File: config.mk
export PLATFORM = sky130hd
export DESIGN_NAME = addsub_serial
export DESIGN_NICKNAME = d
export VERILOG_FILES = /design/src/rtl/addsub_pkg.sv /design/src/rtl/digit_adder.sv /design/src/rtl/addsub_serial.sv
export SDC_FILE = /design/constraint.sdc
export NUM_CORES = 1
export LEC_CHECK = 0
export ABC_AREA = 1
export BUFFER_PORTS_ARGS = -buffer_cell sky130_fd_sc_hd__buf_2
export CAP_MARGIN = 20
export CORE_MARGIN = 4
export CORE_UTILIZATION = 25
export CTS_CLUSTER_DIAMETER = 50
export DETAILED_ROUTE_END_ITERATION = 12
export SKIP_CTS_REPAIR_TIMING = 1
export SYNTH_ARGS = -nofsm -noshare
export SYNTH_HDL_FRONTEND = slang
export SYNTH_SLANG_ARGS = --single-unit
export TNS_END_PERCENT = 100
File: constraint.sdc
create_clock -name clk -period 2.66 [get_ports clk]
set_input_delay 0.266 -clock clk [delete_from_list [all_inputs] [get_ports clk]]
set_output_delay 0.266 -clock clk [all_outputs]
set_load 0.005 [all_outputs]
File: src/rtl/addsub_pkg.sv
// Shared types and helpers for the digit-serial adder/subtractor.
package addsub_pkg;

  typedef enum logic [1:0] {
    IDLE = 2'd0,
    ADD  = 2'd1,
    FIX  = 2'd2,
    DONE = 2'd3
  } state_t;

  function automatic int num_digits(input int width, input int digit);
    return width / digit;
  endfunction

endpackage

File: src/rtl/digit_adder.sv
// DIGIT-bit combinational ripple adder, shared by the ADD and FIX phases.
module digit_adder #(
  parameter int DIGIT = 2
) (
  input  logic [DIGIT-1:0] x,
  input  logic [DIGIT-1:0] y,
  input  logic             cin,
  output logic [DIGIT-1:0] sum,
  output logic             cout
);

  logic [DIGIT:0] t;

  assign t    = {1'b0, x} + {1'b0, y} + {{DIGIT{1'b0}}, cin};
  assign sum  = t[DIGIT-1:0];
  assign cout = t[DIGIT];

endmodule

File: src/rtl/addsub_serial.sv
// Digit-serial unsigned add / |A-B| with sign-magnitude result and valid/ready on both sides.
// Optional saturation of add overflow with ADDSUB_SAT_EN (adds the sat port).
import addsub_pkg::*;

module addsub_serial #(
  parameter int WIDTH = 8,
  parameter int DIGIT = 2
) (
  input  logic             clk,
  input  logic             rst_n,
  input  logic             in_valid,
  output logic             in_ready,
  input  logic [WIDTH-1:0] a,
  input  logic [WIDTH-1:0] b,
  input  logic             sub,
  output logic             out_valid,
  input  logic             out_ready,
  output logic [WIDTH-1:0] s,
  output logic             sign,
  output logic             carry
`ifdef ADDSUB_SAT_EN
  ,
  output logic             sat
`endif
);

  localparam int N  = num_digits(WIDTH, DIGIT);
  localparam int CW = $clog2(N + 1);

  state_t           state;
  logic [WIDTH-1:0] a_sr, b_sr, acc, acc_next;
  logic             c, sub_q;
  logic [CW-1:0]    cnt;
  logic             last;
  logic [DIGIT-1:0] dx, dy, dsum;
  logic             dcout;

  // FIX reuses the slice adder as ~acc + 0 + carry, carry seeded with 1.
  always_comb begin
    dx = a_sr[DIGIT-1:0];
    dy = b_sr[DIGIT-1:0];
    if (state == FIX) begin
      dx = ~acc[DIGIT-1:0];
      dy = '0;
    end
  end

  digit_adder #(.DIGIT(DIGIT)) u_slice (
    .x    (dx),
    .y    (dy),
    .cin  (c),
    .sum  (dsum),
    .cout (dcout)
  );

  // Result slices enter at the top and shift down, so after N steps acc is LSB-aligned.
  assign acc_next = (acc >> DIGIT) | (WIDTH'(dsum) << (WIDTH - DIGIT));
  assign last     = (cnt == CW'(N - 1));

  always_ff @(posedge clk or negedge rst_n) begin
    if (!rst_n) begin
      state     <= IDLE;
      in_ready  <= 1'b1;
      out_valid <= 1'b0;
      s         <= '0;
      sign      <= 1'b0;
      carry     <= 1'b0;
`ifdef ADDSUB_SAT_EN
      sat       <= 1'b0;
`endif
      a_sr      <= '0;
      b_sr      <= '0;
      acc       <= '0;
      c         <= 1'b0;
      sub_q     <= 1'b0;
      cnt       <= '0;
    end else begin
      case (state)
        IDLE: if (in_valid) begin
          a_sr     <= a;
          b_sr     <= b ^ {WIDTH{sub}};
          c        <= sub;
          sub_q    <= sub;
          acc      <= '0;
          cnt      <= '0;
          in_ready <= 1'b0;
          state    <= ADD;
        end
        ADD: begin
          a_sr <= a_sr >> DIGIT;
          b_sr <= b_sr >> DIGIT;
          acc  <= acc_next;
          c    <= dcout;
          cnt  <= cnt + 1'b1;
          if (last) begin
            cnt   <= '0;
            carry <= dcout;
            if (sub_q && !dcout) begin
              sign  <= 1'b1;
              c     <= 1'b1;
`ifdef ADDSUB_SAT_EN
              sat   <= 1'b0;
`endif
              state <= FIX;
            end else begin
              sign      <= 1'b0;
              s         <= acc_next;
`ifdef ADDSUB_SAT_EN
              sat       <= !sub_q && dcout;
              if (!sub_q && dcout) s <= '1;
`endif
              out_valid <= 1'b1;
              state     <= DONE;
            end
          end
        end
        FIX: begin
          acc <= acc_next;
          c   <= dcout;
          cnt <= cnt + 1'b1;
          if (last) begin
            cnt       <= '0;
            s         <= acc_next;
            out_valid <= 1'b1;
            state     <= DONE;
          end
        end
        DONE: if (out_ready) begin
          out_valid <= 1'b0;
          in_ready  <= 1'b1;
          state     <= IDLE;
        end
        default: state <= IDLE;
      endcase
    end
  end

endmodule

## Word-level counts from Yosys, hierarchy flattened

Cells that the tools add are included.
W data, S select, Z words.

| storage, ports and cells | value |
|---|---|
| register bits | 43 |
| bits of input ports | 21 |
| output and inout bits | 12 |
| word-level logic and storage cells | 80 |

| cells by class | value |
|---|---|
| $add $sub $neg | 3 |
| equal/unequal tests | 9 |
| muxes and demuxes | 34 |
| bitwise logic cells | 3 |
| reductions and logical operators | 19 |

Operator list:

| kind | count |
|---|---|
| $pmux W8 S2 | 4 |
| $mux W8 | 6 |
| $mux W2 | 6 |
| $mux W1 | 11 |
| $ne A2 B2 Y1 const B | 5 |
| $reduce_and A2 Y1 | 5 |
| $or A6 B8 Y8 | 1 |
| $pmux W2 S4 | 1 |
| $reduce_and A4 Y1 | 2 |
| $reduce_bool A2 Y1 | 4 |
| $xor A8 B8 Y8 | 1 |
| $mux W3 | 2 |
| $pmux W1 S3 | 2 |
| $pmux W3 S2 | 1 |
| $reduce_bool A3 Y1 | 2 |
| $reduce_and A5 Y1 | 1 |
| $eq A2 B2 Y1 const B | 2 |
| $add A2 B2 Y3 | 1 |
| $add A3 B1 Y3 | 1 |
| $add A3 B1 Y3 const B | 1 |
| $eq A3 B2 Y1 const B | 1 |
| $reduce_and A3 Y1 | 1 |
| $eq A2 B1 Y1 const B | 1 |
| $logic_not A2 Y1 | 1 |
| other kinds (5) | 5 |

## Longest topological paths before layout

| depth | value |
|---|---|
| depth in word-level cells | 9 |
| gate-level depth with buffers | 13 |

## Modules after synthesis

From an unflattened synthesis, not the netlist that was laid out.

| second synthesis, totals | value |
|---|---|
| cell total of the unflattened synthesis | 270 |
| area, all modules | 2194.6 µm² |

By module, submodules not included:

| module | times used | cells each | area each (µm²) |
|---|---|---|---|
| addsub_serial | 1 | 260 | 2124.5 |
| digit_adder | 1 | 10 | 70.1 |

## Least setup slack after synthesis

No wires, ideal clock.

| path | value |
|---|---|
| path kind | reg-to-reg |
| start | register state[0] |
| end | register s[6] |
| arrival | 2.049 ns |
| required time | 2.542 ns |
| path slack | 0.493 ns |
| cell stages (with the launch flop) | 12 |
| path buffers | 1 |
| path through | dfrtp_1 > inv_1 > ha_1 > o21ai_0 > fa_1 > inv_1 > fa_1 > inv_1 > nand3_2 > nand3_4 > buf_8 > o21ai_2 |

| between the ends | value |
|---|---|
| cells in the longest elaborated chain, start to end | 8 |
| elaborated cells on any way between the ends | 18 |
| classes of those cells | add/sub: 2; eq/ne: 5; mux: 6; bitwise: 1; reduce/logical: 4 |

Ends and longest elaborated chain:

| what | RTL line | RTL |
|---|---|---|
| start, declared | addsub_serial.sv:30 | `state_t state;` |
| start signal, assigned | addsub_serial.sv:62 | `state <= IDLE;` |
| start signal, assigned | addsub_serial.sv:87 | `state <= ADD;` |
| start signal, assigned | addsub_serial.sv:104 | `state <= FIX;` |
| $eq A2 B2 Y1 (*) | addsub_serial.sv:42 | `if (state == FIX) begin` |
| $mux W2 | addsub_serial.sv:42 |  |
| $add A2 B2 Y3 (*) | digit_adder.sv:14 | `assign t = {1'b0, x} + {1'b0, y} + {{DIGIT{1'b0}}, cin};` |
| $add A3 B1 Y3 (*) | digit_adder.sv:14 |  |
| via dcout | addsub_serial.sv:36 | `logic dcout;` |
| $logic_not A1 Y1 (*) | addsub_serial.sv:98 | `if (sub_q && !dcout) begin` |
| $logic_and A1 B1 Y1 (*) | addsub_serial.sv:98 |  |
| $ne A2 B2 Y1 (no source line) (*) | n/a |  |
| $reduce_and A4 Y1 (no source line) (*) | n/a |  |
| end signal, assigned | addsub_serial.sv:107 | `s <= acc_next;` |
| end signal, assigned | addsub_serial.sv:123 | `s <= acc_next;` |
| end, declared | addsub_serial.sv:18 | `output logic [WIDTH-1:0] s,` |

The timed path passes the listed nets; every way through them passes the cells marked *. The select of a mux whose other input is x is not followed.
A chain may end at the register's enable or synchronous reset.

## Final worst setup path

| path | value |
|---|---|
| start | register state[0] |
| end | register s[7] |

Same word-level chain as after synthesis.

==> run metrics <==
outcome=finished clean; post-synthesis compound-gate area fraction=12.8%; Die Wd=103 µm; Clock Tree Root=clkbuf_8; number of port buffers=32; Core Area=8720 µm²; total CTS buffers=5; RR Startpoint=state[0]; max_cap viols=0; Power Total=3210 µW; Worst Setup SP=state[0]; clock buffer depth=2; antenna diode count=0; Vias/cell=4.30; register area=1080 µm²; Max VDD drop=356 µV; startpoint types=flop; Post-Syn Instances=254; Skew-Pair Late Insertion Delay=0.29 ns; Yosys top cell by area=dfrtp_1; drt pass-1 iters=4; CTS Sinks=43; final hold violation count=0; count leader, synth=nand2_1; Post-Synth Adder-Cell Area=5.15%; Synth area leaders=dfrtp_1 47%, nand2_1 11%, inv_1 5.0%, nand3_1 4.0%, a31oi_1 3.4%; EDFF count, synth=0; WP data required=2.88 ns; multi-input logic area=946 µm²; most frequent cells after synthesis=66 x nand2_1, 42 x dfrtp_1, 30 x inv_1; mux cell area share after synthesis=0%; Post-DP HPWL=3480 µm; critical path class=reg -> reg; area delta synth->final=13.8%; FF-to-FF End=s[7]; Yosys top cell area share=47.0%; number of global-route vias before repair=1760; number of synthesized register bits=43; Net Count, Synth=283; I/O pin cnt=33; CP endpoint=s[7]; DRC=0; Hold/Removal Path Class=in -> async; XOR/XNOR Fraction of Synth Area=0.783%; Nets=315; worst reg2reg setup slack=0.29 ns; Final Critical Period=2.37 ns; WL/cell=11.9 µm; RSZ-0062 raised after global routing=false; Async S/R FF share, synth=100%; max-slew violation count=0; Cell Rows=34; vias after detailed routing=1698; PD cells=1260 nW/µm²; first-pass GRT wire length=8240 µm; gpl congestion=0.853; Top FF cell, synth=dfrtp_1; largest net degree at the start of global routing=44; DRT antenna net count=0; Fmax=421 MHz; post-route setup TNS=0 ns; mapped cell area=2240 µm²; Reg clk slew, reported paths=0.08 ns; 1st-iter DRT viols=53; clk_skew=0.00399 ns; antenna violations before repair=0; Final period util=89.3%; endpoint class of the critical path=flop; crit-path max FO=16; reg2reg path depth=11; simple-gate share of the synthesized area=23.6%; average size of a mapped cell=8.80 µm²; register area share after synthesis=48.2%; FILL cells=932; die area=10500 µm²; layout cells sized above 1=22.0%; Lkg Pwr=0.00127 µW; total wire length=4700 µm; Worst-Margin Slew=0.956 ns; Critical Path AT=2.59 ns; Syn. warnings=0; CTS tree=yes; Final setup viols=0; Netlist cell types=29; GR Util All Layers=10.1%; Worst slew margin=36.3%; largest family of logic cells by synthesized area=simple AND/OR/NAND/NOR gates; total grt overflow=0; Die Ht=103 µm; Starting Density=25.6%; htree depth=2
## worst max-delay path: stages (launching register included)
cell	delay, ns
dfrtp_1	0.42
inv_1	0.11
ha_1	0.24
o21ai_0	0.24
fa_1	0.21
inv_1	0.05
fa_1	0.38
inv_1	0.12
nand3_2	0.11
nand3_4	0.26
nand2_1	0.10
o21ai_2	0.07
## per-stage QoR
| step | utilization [%] | area (µm²) | std cells | hold WS [ns] | setup WS, ns |
|---|---|---|---|---|---|
| global route | 29.2 | 2540 | 395 | 0.195 | 0.0504 |
| floorplan | - | 2240 | 254 | -0.0296 | 0.493 |
| detailed placement | 28.2 | 2460 | 387 | 0.467 | 0.280 |
| CTS | 29.2 | 2540 | 395 | 0.158 | 0.260 |
| finish | 29.2 | 2540 | 395 | 0.121 | 0.286 |
| global placement | 28.2 | 2460 | 387 | 0.460 | 0.376 |
## cell type report
class / instances / area share [%]
tap: 108 / 5.31
clock buffer: 8 / 3.15
multi-input combinational: 169 / 37.2
sequential: 43 / 42.4
timing repair buffer: 33 / 6.59
inverter: 34 / 5.41
## logic make-up after synthesis
| group | after synthesis |
|---|---|
| AND/OR/NAND/NOR | 115 |
| AO/OA/AOI/OAI | 44 |
| flip-flops | 43 |
| buffers and inverters | 42 |
| adder cells (fa/ha/maj) | 8 |
| XOR/XNOR | 2 |
## sequential cells by signal, summed over array words and instances, names as in the netlist
register	cells
a_sr	8
s	8
cnt	3
c	1
sub_q	1
carry	1
acc	8
b_sr	8
out_valid	1
in_ready	1
sign	1
state	2
## power breakdown
| group | total [µW] | switching [µW] | internal, µW |
|---|---|---|---|
| clock | 398 | 211 | 187 |
| sequential | 1110 | 154 | 951 |
| combinational | 1710 | 1100 | 614 |
## layout by cell type (no fill, tap or decap), drive strengths merged
cell / synthesis / final
buf: 8 / 33
o21ai: 24 / 24
nand3: 20 / 20
ha: 6 / 6
o21bai: 1 / 1
a21oi: 1 / 1
xnor2: 2 / 2
dfstp: 1 / 1
nand2: 73 / 73
nand4: 2 / 2
fa: 2 / 2
nor2: 20 / 20
a31oi: 12 / 12
inv: 34 / 34
o22ai: 6 / 6
dfrtp: 42 / 42
clkbuf: 0 / 8
## routing by layer
layer,vias to the layer above,routed length [µm],track usage [%]
met5,-,0,0
li1,880,-,-
met1,787,2300,13.0
met2,26,2140,16.1
met4,0,57,3.73
met3,5,203,2.98
## worst min-delay path by stage
stage          cells past startpoint      end
5_1_grt                            1     s[7]
2_1_floorplan                      0  a_sr[0]
4_1_cts                            1     s[2]
3_3_place_gp                       1     s[5]
3_5_place_dp                       2     s[3]
6_report                           1     s[7]
No activity file was read; power rests on OpenSTA's default activity.
